**src/rtl/fir_mac_seq.sv**
```systemverilog
// Sequencer for one shared MAC running an N-tap direct-form FIR: delay line, coefficient ROM address, MAC control, round/format.
// Define FIR_SAT_EN to saturate the output sample; otherwise the rounded sum wraps to Win bits.
//
// state | meaning
// IDLE  | waiting for a sample; ready high
// LOAD  | new sample stored; MAC accumulator cleared this cycle
// RUN   | N cycles stepping tap k; ROM address and MAC operand issued
// DRAIN | last registered operand/enable reaches the MAC
// OUT   | accumulator final; round, format, advance write pointer
module fir_mac_seq #(
    parameter int N     = 16,
    parameter int Win   = 16,
    parameter int Wc    = 18,
    parameter int AW    = $clog2(N),
    parameter int SHIFT = 17
) (
    input  logic              clk,
    input  logic              rst,
    input  logic              din_valid,
    input  logic [Win-1:0]    din,
    output logic              ready,
    output logic [AW-1:0]     coef_addr,
    input  logic [Wc-1:0]     coef,
    output logic [Win-1:0]    mac_din,
    output logic              mac_ce,
    output logic              mac_rst,
    input  logic [Win+Wc-1:0] mac_dout,
    output logic [Win-1:0]    dout,
    output logic              dout_valid
);

    localparam int WA = Win + Wc;
    localparam int WR = WA + 1;
    localparam logic [AW:0]   N_EXT  = (AW + 1)'(N);
    localparam logic [AW-1:0] K_LAST = AW'(N - 1);

    typedef enum logic [2:0] {
        S_IDLE,
        S_LOAD,
        S_RUN,
        S_DRAIN,
        S_OUT
    } state_t;

    state_t         state_q, state_d;
    logic [AW-1:0]  wr_ptr_q, wr_ptr_d;
    logic [AW-1:0]  k_q, k_d;
    logic [Win-1:0] delay_q [N];
    logic [Win-1:0] delay_d [N];
    logic           ready_q, ready_d;
    logic           mac_ce_q, mac_ce_d;
    logic [Win-1:0] mac_din_q, mac_din_d;
    logic [Win-1:0] dout_q, dout_d;
    logic           dout_valid_q, dout_valid_d;

    // Newest sample sits at wr_ptr; tap k reads (wr_ptr - k) mod N.
    logic [AW:0]   idx_sum, idx_wrap;
    logic [AW-1:0] tap_idx;

    always_comb begin
        idx_sum  = {1'b0, wr_ptr_q} + N_EXT - {1'b0, k_q};
        idx_wrap = (idx_sum >= N_EXT) ? (idx_sum - N_EXT) : idx_sum;
    end

    assign tap_idx = idx_wrap[AW-1:0];

    // One extra bit of headroom so the rounding add can never wrap.
    logic signed [WR-1:0] acc_ext;
    logic signed [WR-1:0] r_val;
    logic [Win-1:0]       fmt_val;

    assign acc_ext = $signed({mac_dout[WA-1], mac_dout});

    generate
        if (SHIFT == 0) begin : g_no_round
            assign r_val = acc_ext;
        end else begin : g_round
            localparam logic signed [WR-1:0] HALF = WR'(1) << (SHIFT - 1);
            assign r_val = (acc_ext + HALF) >>> SHIFT;
        end
    endgenerate

`ifdef FIR_SAT_EN
    always_comb begin
        if (r_val[WR-1:Win-1] == {(WR - Win + 1){r_val[WR-1]}}) begin
            fmt_val = r_val[Win-1:0];
        end else if (r_val[WR-1]) begin
            fmt_val = {1'b1, {(Win - 1){1'b0}}};
        end else begin
            fmt_val = {1'b0, {(Win - 1){1'b1}}};
        end
    end
`else
    assign fmt_val = r_val[Win-1:0];
`endif

    always_comb begin
        state_d      = state_q;
        wr_ptr_d     = wr_ptr_q;
        k_d          = k_q;
        delay_d      = delay_q;
        ready_d      = ready_q;
        mac_ce_d     = 1'b0;
        mac_din_d    = mac_din_q;
        dout_d       = dout_q;
        dout_valid_d = 1'b0;
        case (state_q)
            S_IDLE: begin
                if (din_valid) begin
                    delay_d[wr_ptr_q] = din;
                    ready_d           = 1'b0;
                    state_d           = S_LOAD;
                end
            end
            S_LOAD: begin
                k_d     = '0;
                state_d = S_RUN;
            end
            S_RUN: begin
                mac_din_d = delay_q[tap_idx];
                mac_ce_d  = 1'b1;
                if (k_q == K_LAST) begin
                    k_d     = '0;
                    state_d = S_DRAIN;
                end else begin
                    k_d = k_q + 1'b1;
                end
            end
            S_DRAIN: begin
                state_d = S_OUT;
            end
            S_OUT: begin
                dout_d       = fmt_val;
                dout_valid_d = 1'b1;
                wr_ptr_d     = (wr_ptr_q == K_LAST) ? '0 : wr_ptr_q + 1'b1;
                ready_d      = 1'b1;
                state_d      = S_IDLE;
            end
            default: begin
                state_d = S_IDLE;
                ready_d = 1'b1;
            end
        endcase
    end

    always_ff @(posedge clk) begin
        if (rst) begin
            state_q      <= S_IDLE;
            wr_ptr_q     <= '0;
            k_q          <= '0;
            for (int i = 0; i < N; i++) begin
                delay_q[i] <= '0;
            end
            ready_q      <= 1'b1;
            mac_ce_q     <= 1'b0;
            mac_din_q    <= '0;
            dout_q       <= '0;
            dout_valid_q <= 1'b0;
        end else begin
            state_q      <= state_d;
            wr_ptr_q     <= wr_ptr_d;
            k_q          <= k_d;
            delay_q      <= delay_d;
            ready_q      <= ready_d;
            mac_ce_q     <= mac_ce_d;
            mac_din_q    <= mac_din_d;
            dout_q       <= dout_d;
            dout_valid_q <= dout_valid_d;
        end
    end

    assign ready      = ready_q;
    assign coef_addr  = k_q;
    assign mac_din    = mac_din_q;
    assign mac_ce     = mac_ce_q;
    assign mac_rst    = rst | (state_q == S_LOAD);
    assign dout       = dout_q;
    assign dout_valid = dout_valid_q;

    // ROM data goes straight to the MAC; the top pointer bit is always zero after wrap.
    logic unused_bits;
    assign unused_bits = ^{coef, idx_wrap[AW], r_val};

endmodule

```
**config.mk**
```make
export PLATFORM = sky130hd
export DESIGN_NAME = fir_mac_seq
export DESIGN_NICKNAME = d
export VERILOG_FILES = /design/src/rtl/fir_mac_seq.sv
export SDC_FILE = /design/constraint.sdc
export NUM_CORES = 1
export LEC_CHECK = 0
export ABC_AREA = 1
export CORE_MARGIN = 1
export CORE_UTILIZATION = 40
export CTS_CLUSTER_SIZE = 28
export DETAILED_ROUTE_END_ITERATION = 12
export PLACE_DENSITY = 0.54
export SLEW_MARGIN = 25
export SYNTH_ARGS = -nofsm -noshare
export SYNTH_HDL_FRONTEND = slang
export SYNTH_SLANG_ARGS = --single-unit
```
**constraint.sdc**
```tcl
create_clock -name clk -period 5.1 [get_ports clk]
set_clock_uncertainty 0.05 [all_clocks]
set_input_delay 0.765 -clock clk [delete_from_list [all_inputs] [get_ports clk]]
set_output_delay 0.765 -clock clk [all_outputs]
set_load 0.02 [all_outputs]
```
==> results of run 1 <==
## synthesized netlist by cell type
cell type	count	area share, %
nand3_1	227	8.3
inv_1	163	4.5
buf_1	8	0.22
o21ai_1	16	0.59
nor4_1	1	0.046
or2_2	1	0.046
nor3_1	5	0.18
nor2_1	299	8.2
clkbuf_1	91	2.5
xor2_1	8	0.51
inv_2	12	0.33
clkinv_1	2	0.055
nor2_4	4	0.33
dfxtp_1	302	44
buf_4	7	0.38
xnor2_1	5	0.32
fa_1	1	0.15
o21ai_0	260	9.5
nand4_1	2	0.092
a32o_1	1	0.073
ha_1	9	0.82
nor3_2	1	0.073
nand2_2	8	0.37
nor2_2	2	0.092
buf_2	40	1.5
nand2_1	384	11
a21oi_1	158	5.8
nand3_4	1	0.13
nor3b_1	1	0.055
## layout by cell type (no fill, tap or decap)
cell             synthesis  final
nor4_1                   1      1
nor2_4                   4      4
nor2_2                   2      2
buf_12                   0      1
a21oi_1                158    158
clkdlybuf4s50_1          0     75
nand4_1                  2      2
nand3_4                  1      1
clkbuf_8                 0      9
ha_4                     0      1
nor3b_1                  1      1
clkbuf_16                0     37
o21ai_0                260    260
xnor2_1                  5      4
xnor2_2                  0      1
a32o_1                   1      1
clkinvlp_4               0      1
clkinv_1                 2      1
dfxtp_1                302    302
nand2_1                384    380
o21ai_1                 16     16
xor2_2                   0      1
fa_2                     0      1
nand3_1                227    227
inv_1                  163    162
or2_2                    1      1
xor2_1                   8      7
nand2_2                  8     12
nor2_1                 299    299
inv_2                   12     12
nor3_2                   1      1
buf_4                    7     15
ha_1                     9      8
inv_6                    0      2
clkbuf_1                91     12
nor3_1                   5      5
## final cells by class
class,count,area [µm²]
clock buffers,58,1090
clock inverters,1,7.51
fillers,3469,17900
inverters,177,674
multi-input cells,1394,6360
flip-flops and latches,302,6050
well taps,448,561
repair buffers,91,883
## flip-flops by register name, summed over array words and instances (netlist names)
| name | count |
|---|---|
| coef_addr | 4 |
| mac_ce | 1 |
| dout | 16 |
| state_q | 3 |
| wr_ptr_q | 4 |
| dout_valid | 1 |
| delay_q | 256 |
| mac_din | 16 |
| ready | 1 |
## final timing paths
| kind | to | cells after the start |
|---|---|---|
| worst max-delay path | mac_rst | 5 |
| worst min-delay path | delay_q[199] | 2 |
| worst max register to register | mac_din[9] | 12 |
| worst min register to register | delay_q[199] | 2 |
## critical path: stages
cell	delay (ns)
clkdlybuf4s50_1	0.46
buf_4	0.38
inv_6	0.28
nand2_1	0.14
clkdlybuf4s50_1	0.61
## power by group through the flow
stage          clock network [mW]  registers (mW)  logic (mW)
6_report                     2.44            2.43        1.03
5_1_grt                      2.57            2.44        1.15
4_1_cts                      2.49            2.43        1.04
3_5_place_dp                    0            2.48        1.03
2_1_floorplan                   0            2.50       0.657
3_3_place_gp                    0            2.48        1.03
## cell families (layout without fill, tap and decap cells)
| logic type | Yosys count | count (layout) | share of synthesized area, % |
|---|---|---|---|
| flops | 302 | 302 | 44.3 |
| fa+ha+maj | 10 | 10 | 0.971 |
| compound gates | 435 | 435 | 16.0 |
| buf+inv | 323 | 327 | 9.44 |
| xor+xnor | 13 | 13 | 0.834 |
| simple gates | 936 | 936 | 28.5 |
## layer usage
metal  vias to the layer above  track usage [%]  share of wire (%)
met5                         -                0                  0
met1                      5781             32.1                 48
met3                        57             2.65                3.6
met4                         0             6.56                2.2
met2                       208             38.1                 46
li1                       6440                -                  -
## metrics by stage
step | total power [mW] | instance area (µm²) | util (%) | worst slack [ns]
2_1_floorplan | 3.16 | 13700 | - | 2.60
3_3_place_gp | 3.51 | 14500 | 43.3 | 1.64
3_5_place_dp | 3.52 | 14500 | 43.3 | 1.64
4_1_cts | 5.96 | 15600 | 46.6 | 1.63
5_1_grt | 6.16 | 15600 | 46.6 | 1.55
6_report | 5.90 | 15600 | 46.6 | 1.63
==> summary.md, run 1 <==
| Metric | Value |
|---|---|
| Status | finished, final reports clean |
| Seq cells post-synth | 302 |
| Sw frac | 29.4% |
| Die height | 187 µm |
| Syn_area_per_cell | 6.76 µm² |
| RSZ-0062 raised after global routing | no |
| Initial antenna violation count | 0 |
| HPWL Detailed | 24.2 mm |
| Part of the power in the clock network | 41.3% |
| Share of cells above drive strength 1 | 5.04% |
| Post-route minimum period | 3.47 ns |
| Synth warn | 0 |
| # Post-CTS Setup Buffers | 0 |
| Min-Delay Path Class | register to register |
| Inserted Clock Buffers | 35 |
| Drt drc | 0 |
| Hold_buf cts | 0 |
| Gate Count Post-Synth | 2019 |
| Post-DR wirelength/cell | 16.4 µm |
| H-Tree Depth | 2 |
| P_leak | 5.99 nW |
| Gate power share | 17.5% |
| Sequential power share | 41.2% |
| Worst-Margin Slew | 1.04 ns |
| Worst Hold Launch | delay_q[199] |
| Total internal power | 4.17 mW |
| Pwr Density | 378 nW/µm² |
| Row cnt | 67 |
| Worst Setup SP | rst |
| Switch Pwr | 1.74 mW |
| Final hold violation count | 0 |
| Total length of routed wires | 40.6 mm |
| Total gr overflow | 0 |
| Port Buffers | 75 |
| Initial Utilization | 40.7% |
| DR iter-0 viols | 890 |
| N_diodes | 0 |
| Fin nets | 2082 |
| DR vias | 12500 |
| Critical Path Fanout Max | 67 |
| Area of the mapped netlist | 13700 µm² |
| Startpoint Class | input port |
| Final slew viol count | 0 |
| Clk Latency, worst-skew pair | 0.52 ns |
| Clock tree sinks | 302 |
| CTS Buffer Depth | 3 |
| Gr usage total | 23.2% |
| Worst Setup End Kind | output port |
| Layout Cells excl Fill | 2471 |
| Critical path type | input port to output port |
| Worst VDD drop | 0.253 mV |
| Fmax | 0.288 GHz |
| Max_slew headroom | 30.2% |
| Final cycle utilization of the critical path | 68.0% |
| DIE WIDTH | 187 µm |
| First-pass DRT Iterations | 5 |
| Vias in the first global route | 11500 |
| R2R Setup Slk | 1.85 ns |
| Worst hold slack | 0.401 ns |
| R2R Path Start | wr_ptr_q[0] |
| Vias per cell | 5.05 |
| Final setup TNS | 0 ns |
| Clk slew on worst S/H paths | 0.06 ns |
| Antenna Nets Post-Route | 0 |
| Final setup violation count | 0 |
| Core area | 33500 µm² |
| DP Cell Count | 2412 |
| Yosys cell types | 29 |
| Syn Nets | 2100 |
| WP data arrival | 2.65 ns |
| CTS tree | done |
| Register area share after synthesis | 44.3% |
| Critical Path RT | 4.28 ns |
| Root Driver | clkbuf_16 |
| Final GP Congestion | 0.791 |
| Area Growth Syn to Fin | 14.4% |
| Top Ports | 111 |
| First-pass GRT wire length | 64.7 mm |
| Largest net degree at the start of global routing | 129 |
| Post-CTS Resized | 0 |
| MaxCap Viol Count | 0 |
| Die area | 34900 µm² |
Note: power is estimated with default switching activity, not from simulation.
==> inputs of run 2 (changes only) <==
--- a/config.mk
+++ b/config.mk
@@ -10,7 +10,7 @@
 export CORE_UTILIZATION = 40
 export CTS_CLUSTER_SIZE = 28
 export DETAILED_ROUTE_END_ITERATION = 12
-export PLACE_DENSITY = 0.54
+export PLACE_DENSITY = 0.57
 export SLEW_MARGIN = 25
 export SYNTH_ARGS = -nofsm -noshare
 export SYNTH_HDL_FRONTEND = slang
==> constraint.sdc (replaced) <==
create_clock -name clk -period 2.8 [get_ports clk]
set_clock_uncertainty 0.05 [all_clocks]
set_input_delay 0.42 -clock clk [delete_from_list [all_inputs] [get_ports clk]]
set_output_delay 0.42 -clock clk [all_outputs]
set_load 0.02 [all_outputs]
==> summary.md, run 2 (synthesis results as in run 1) <==
| Metric | Value |
|---|---|
| Post-CTS Resized | 0 (unchanged) |
| Pwr Density | 680 nW/µm² (was 378 nW/µm²) |
| Vias per cell | 5.06 (was 5.05) |
| Die area | 34900 µm² (unchanged) |
| CTS Buffer Depth | 3 (unchanged) |
| Worst-Margin Slew | 0.866 ns (was 1.04 ns) |
| Total gr overflow | 0 (unchanged) |
| Met3 Usage GRT | 3.01% (was 2.65%) |
| R2R Path Start | wr_ptr_q[0] (unchanged) |
| Drt drc | 0 (unchanged) |
| Most common cell after layout, fill and taps aside | nand2_1 (unchanged) |
| Fin nets | 2109 (was 2082) |
| Worst Setup End Kind | register (was output port) |
| Commonest non-fill, non-tap cells in the layout | nand2_1, dfxtp_1, nor2_1, o21ai_0, nand3_1 (unchanged) |
| Startpoint Class | register (was input port) |
| Status | finished, final reports clean (unchanged) |
| MaxCap Viol Count | 0 (unchanged) |
| Final GP Congestion | 0.792 (was 0.791) |
| DIE WIDTH | 187 µm (unchanged) |
| Number of flip-flops in the largest register | 256 (unchanged) |
| Antenna Nets Post-Route | 0 (unchanged) |
| Critical Path RT | 3.19 ns (was 4.28 ns) |
| First-pass GRT wire length | 63.8 mm (was 64.7 mm) |
| Final hold violation count | 0 (unchanged) |
| Grt met1 use | 31.6% (was 32.1%) |
| HPWL Detailed | 24.9 mm (was 24.2 mm) |
| Max_slew headroom | 42.1% (was 30.2%) |
| DR vias | 12700 (was 12500) |
| Gr usage total | 22.9% (was 23.2%) |
| Inserted Clock Buffers | 35 (unchanged) |
| Largest Register | delay_q (unchanged) |
| P_leak | 6.16 nW (was 5.99 nW) |
| Largest net degree at the start of global routing | 270 (was 129) |
| Critical Path Fanout Max | 37 (was 67) |
| Clock tree sinks | 302 (unchanged) |
| Row cnt | 67 (unchanged) |
| DP Cell Count | 2438 (was 2412) |
| Filler cells | 3413 (was 3469) |
| H-Tree Depth | 2 (unchanged) |
| RSZ-0062 raised after global routing | no (unchanged) |
| Final setup TNS | 0 ns (unchanged) |
| Top Ports | 111 (unchanged) |
| Share of cells above drive strength 1 | 6.09% (was 5.04%) |
| WP data arrival | 2.99 ns (was 2.65 ns) |
| Final slew viol count | 0 (unchanged) |
| Global route hottest layer | met2 (unchanged) |
| Die height | 187 µm (unchanged) |
| Critical path type | register to register (was input port to output port) |
| # Post-CTS Setup Buffers | 0 (unchanged) |
| Final cycle utilization of the critical path | 92.9% |
| Layout Cells excl Fill | 2500 (was 2471) |
| Met2 usage | 37.0% (was 38.1%) |
| Clk slew on worst S/H paths | 0.06 ns (about the same) |
| CTS tree | done (unchanged) |
| Hold_buf cts | 0 (unchanged) |
| Core area | 33500 µm² (unchanged) |
| Clk Latency, worst-skew pair | 0.51 ns (was 0.52 ns) |
| Worst Hold Launch | delay_q[128] (was delay_q[199]) |
| Worst VDD drop | 0.459 mV (was 0.253 mV) |
| Root Driver | clkbuf_16 (unchanged) |
| Worst hold slack | 0.401 ns (about the same) |
| Fmax | 0.384 GHz |
| First-pass DRT Iterations | 5 (unchanged) |
| Post-route minimum period | 2.60 ns |
| Area Growth Syn to Fin | 16.6% (was 14.4%) |
| Port Buffers | 75 (unchanged) |
| N_diodes | 0 (unchanged) |
| Initial antenna violation count | 0 (unchanged) |
| DR iter-0 viols | 933 (was 890) |
| Min-Delay Path Class | register to register (unchanged) |
| Final setup violation count | 0 (unchanged) |
| Initial Utilization | 40.7% (unchanged) |
| Post-DR wirelength/cell | 16.1 µm (was 16.4 µm) |
| Total length of routed wires | 40.3 mm (was 40.6 mm) |
| Worst Setup SP | wr_ptr_q[0] (was rst) |
| Vias in the first global route | 11500 (about the same) |
run 2: final cells by class:
| cell class | instances | area (µm²) | share of cell area, % |
|---|---|---|---|
| Clock buffer | 54 | 1020 | 6.40 |
| Sequential cell | 302 | 6050 | 38.0 |
| Clock inverter | 7 | 60.1 | 0.377 |
| Inverter | 177 | 672 | 4.22 |
| Tap cell | 448 | 561 | 3.52 |
| Multi-Input combinational cell | 1394 | 6350 | 39.9 |
| Timing Repair Buffer | 118 | 1220 | 7.65 |
run 2: critical path: stages, from the launching register on:
cell,delay [ns]
dfxtp_1,0.40
inv_1,0.15
ha_4,0.18
inv_1,0.08
fa_2,0.55
inv_2,0.15
buf_12,0.24
nand3_1,0.12
nand2_1,0.08
nand2_1,0.05
nand3_1,0.17
nand3_1,0.15
a21oi_1,0.15
run 2: power by group:
part,leakage [nW],internal [mW],total (mW),switching [mW]
Clock,0.532,2.59,4.37,1.78
Combinational,3.19,0.683,2.02,1.33
Sequential,2.44,4.38,4.44,0.0563
run 2: final timing paths:
path	end	slack [ns]	cells after the start
worst min register to register	delay_q[128]	0.40	2
worst max-delay path	mac_din[13]	0.20	12
worst min-delay path	delay_q[128]	0.40	2
worst max register to register	mac_din[13]	0.20	12
run 2: metal layers:
| layer | wire length (µm) | vias up | part of all wire [%] |
|---|---|---|---|
| li1 | - | 6500 | - |
| met1 | 19400 | 5840 | 48 |
| met2 | 18300 | 252 | 45 |
| met3 | 1720 | 59 | 4.3 |
| met4 | 963 | 0 | 2.4 |
| met5 | 0 | - | 0 |
run 2: per-stage QoR:
step	total power [mW]	setup WS [ns]	instance area (µm²)	utilization (%)
4_1_cts	10.9	0.211	15900	47.4
5_1_grt	11.3	0.0519	15900	47.5
6_report	10.8	0.199	15900	47.5
3_5_place_dp	6.53	0.237	14800	44.2
3_3_place_gp	6.53	0.223	14800	44.2
2_1_floorplan	5.75	0.540	13700	-
==> inputs of run 3 (changes only) <==
--- a/config.mk
+++ b/config.mk
@@ -11,7 +11,7 @@
 export CTS_CLUSTER_SIZE = 28
 export DETAILED_ROUTE_END_ITERATION = 12
 export PLACE_DENSITY = 0.57
-export SLEW_MARGIN = 25
+export SLEW_MARGIN = 15
 export SYNTH_ARGS = -nofsm -noshare
 export SYNTH_HDL_FRONTEND = slang
 export SYNTH_SLANG_ARGS = --single-unit
==> constraint.sdc (replaced) <==
create_clock -name clk -period 2.8 [get_ports clk]
set_clock_uncertainty 0.05 [all_clocks]
set_input_delay 0.42 -clock clk [delete_from_list [all_inputs] [get_ports clk]]
set_output_delay 0.42 -clock clk [all_outputs]
set_load 0.1 [all_outputs]
==> summary.md, run 3 (synthesis results as in run 1) <==
| Metric | Value |
|---|---|
| Largest Register | delay_q (unchanged) |
| R2R Path Start | wr_ptr_q[0] (unchanged) |
| Max_slew headroom | 45.3% (was 42.1%) |
| H-Tree Depth | 2 (unchanged) |
| Critical Path Fanout Max | 58 (was 37) |
| Antenna Nets Post-Route | 0 (unchanged) |
| Number of flip-flops in the largest register | 256 (unchanged) |
| Final cycle utilization of the critical path | 92.0% (was 92.9%) |
| Post-route minimum period | 2.58 ns (was 2.60 ns) |
| Total length of routed wires | 41.0 mm (was 40.3 mm) |
| Drt drc | 0 (unchanged) |
| Final GP Congestion | 0.811 (was 0.792) |
| Largest net degree at the start of global routing | 87 (was 270) |
| Share of cells above drive strength 1 | 8.02% (was 6.09%) |
| Startpoint Class | register (unchanged) |
| Critical Path RT | 3.13 ns (was 3.19 ns) |
| Pwr Density | 702 nW/µm² (was 680 nW/µm²) |
| Die area | 34900 µm² (unchanged) |
| Filler cells | 3481 (was 3413) |
| Worst VDD drop | 0.384 mV (was 0.459 mV) |
| Initial Utilization | 40.7% (unchanged) |
| CTS tree | done (unchanged) |
| RSZ-0062 raised after global routing | no (unchanged) |
| DR iter-0 viols | 859 (was 933) |
| Worst Hold Launch | delay_q[227] (was delay_q[128]) |
| Final hold violation count | 0 (unchanged) |
| Layout Cells excl Fill | 2493 (was 2500) |
| Status | finished, final reports clean (unchanged) |
| Min-Delay Path Class | register to register (unchanged) |
| Most common cell after layout, fill and taps aside | nand2_1 (unchanged) |
| Clk slew on worst S/H paths | 0.06 ns (about the same) |
| Worst Setup SP | wr_ptr_q[0] (unchanged) |
| Vias in the first global route | 11600 (was 11500) |
| Row cnt | 67 (unchanged) |
| Vias per cell | 5.04 (was 5.06) |
| Root Driver | clkbuf_16 (unchanged) |
| Worst Setup End Kind | register (unchanged) |
| CTS Buffer Depth | 3 (unchanged) |
| DIE WIDTH | 187 µm (unchanged) |
| DP Cell Count | 2432 (was 2438) |
| # Post-CTS Setup Buffers | 0 (unchanged) |
| DR vias | 12600 (was 12700) |
| Clock tree sinks | 302 (unchanged) |
| N_diodes | 0 (unchanged) |
| P_leak | 6.21 nW (was 6.16 nW) |
| Die height | 187 µm (unchanged) |
| Total gr overflow | 0 (unchanged) |
| Final slew viol count | 0 (unchanged) |
| Gr usage total | 23.4% (was 22.9%) |
| HPWL Detailed | 24.8 mm (was 24.9 mm) |
| Final setup violation count | 0 (unchanged) |
| Port Buffers | 75 (unchanged) |
| Critical path type | register to register (unchanged) |
| Core area | 33500 µm² (unchanged) |
| Register area | 6050 µm² (about the same) |
| Worst-Margin Slew | 0.819 ns (was 0.866 ns) |
| First-pass GRT wire length | 65.1 mm (was 63.8 mm) |
| MaxCap Viol Count | 0 (unchanged) |
| Fin nets | 2102 (was 2109) |
| Clk Latency, worst-skew pair | 0.52 ns (was 0.51 ns) |
| First-pass DRT Iterations | 4 (was 5) |
| Final setup TNS | 0 ns (unchanged) |
| WP data arrival | 2.91 ns (was 2.99 ns) |
| Area Growth Syn to Fin | 15.6% (was 16.6%) |
| Inserted Clock Buffers | 35 (unchanged) |
| Area taken by multi-input logic gates | 6350 µm² (unchanged) |
| Post-DR wirelength/cell | 16.4 µm (was 16.1 µm) |
| Commonest non-fill, non-tap cells in the layout | nand2_1, dfxtp_1, nor2_1, o21ai_0, nand3_1 (unchanged) |
| Fmax | 0.388 GHz (was 0.384 GHz) |
| Top Ports | 111 (unchanged) |
| Initial antenna violation count | 0 (unchanged) |
run 3: cell types whose count changed in the layout (fill, tap and decap cells not counted), moves of 2 or more:
cell	delta
clkdlybuf4s50_1	-40
buf_4	+35
clkbuf_1	-4
buf_12	-2
clkbuf_8	+2
dfxtp_1	-2
dfxtp_2	+2
run 3: repair_timing:
item | in CTS | in global routing
gates resized for setup | 0 | 1
endpoints found under the setup margin | 0 | 4
hold buffers | 0 | 0
run 3: cell type report:
class	instances	share of cell area [%]
well taps	448	3.55
inverters	177	4.26
clock buffers	51	6.38
flip-flops and latches	302	38.3
repair buffers	111	6.49
clock inverters	10	0.753
multi-input cells	1394	40.2
run 3: per-layer routing:
| metal | share of wire (%) | global-route usage, % | vias up |
|---|---|---|---|
| li1 | - | - | 6477 |
| met1 | 47 | 32.3 | 5803 |
| met2 | 46 | 38.2 | 222 |
| met3 | 4.2 | 3.16 | 55 |
| met4 | 2.1 | 6.02 | 0 |
| met5 | 0 | 0 | - |
run 3: final timing paths:
check	endpoint	slack [ns]	cells after the start
worst max-delay path	mac_din[1]	0.22	10
worst min-delay path	delay_q[227]	0.40	2
worst max register to register	mac_din[1]	0.22	10
worst min register to register	delay_q[227]	0.40	2
run 3: report_power, final:
part           internal, mW  switching [mW]
clock                  2.69            1.81
combinational         0.613            1.53
sequential             4.38          0.0539
total                  7.68            3.39
run 3: worst max-delay path: stages (launching register included):
cell	delay, ns
dfxtp_1	0.35
inv_1	0.19
ha_4	0.15
inv_1	0.05
fa_2	0.58
buf_12	0.32
nand3_1	0.12
nand3_1	0.17
nand3_1	0.19
nand3_1	0.15
a21oi_1	0.08
run 3: through the flow:
| stage | instance area, µm² | hold slack (ns) | utilization, % | power, mW | setup slack, ns |
|---|---|---|---|---|---|
| 2_1_floorplan | 13700 | 0.379 | - | 5.96 | 0.280 |
| 3_3_place_gp | 14700 | 0.386 | 43.7 | 6.66 | 0.243 |
| 3_5_place_dp | 14700 | 0.391 | 43.7 | 6.66 | 0.187 |
| 4_1_cts | 15800 | 0.400 | 47.1 | 11.2 | 0.169 |
| 5_1_grt | 15800 | 0.416 | 47.1 | 11.6 | 0.0722 |
| 6_report | 15800 | 0.400 | 47.1 | 11.1 | 0.225 |
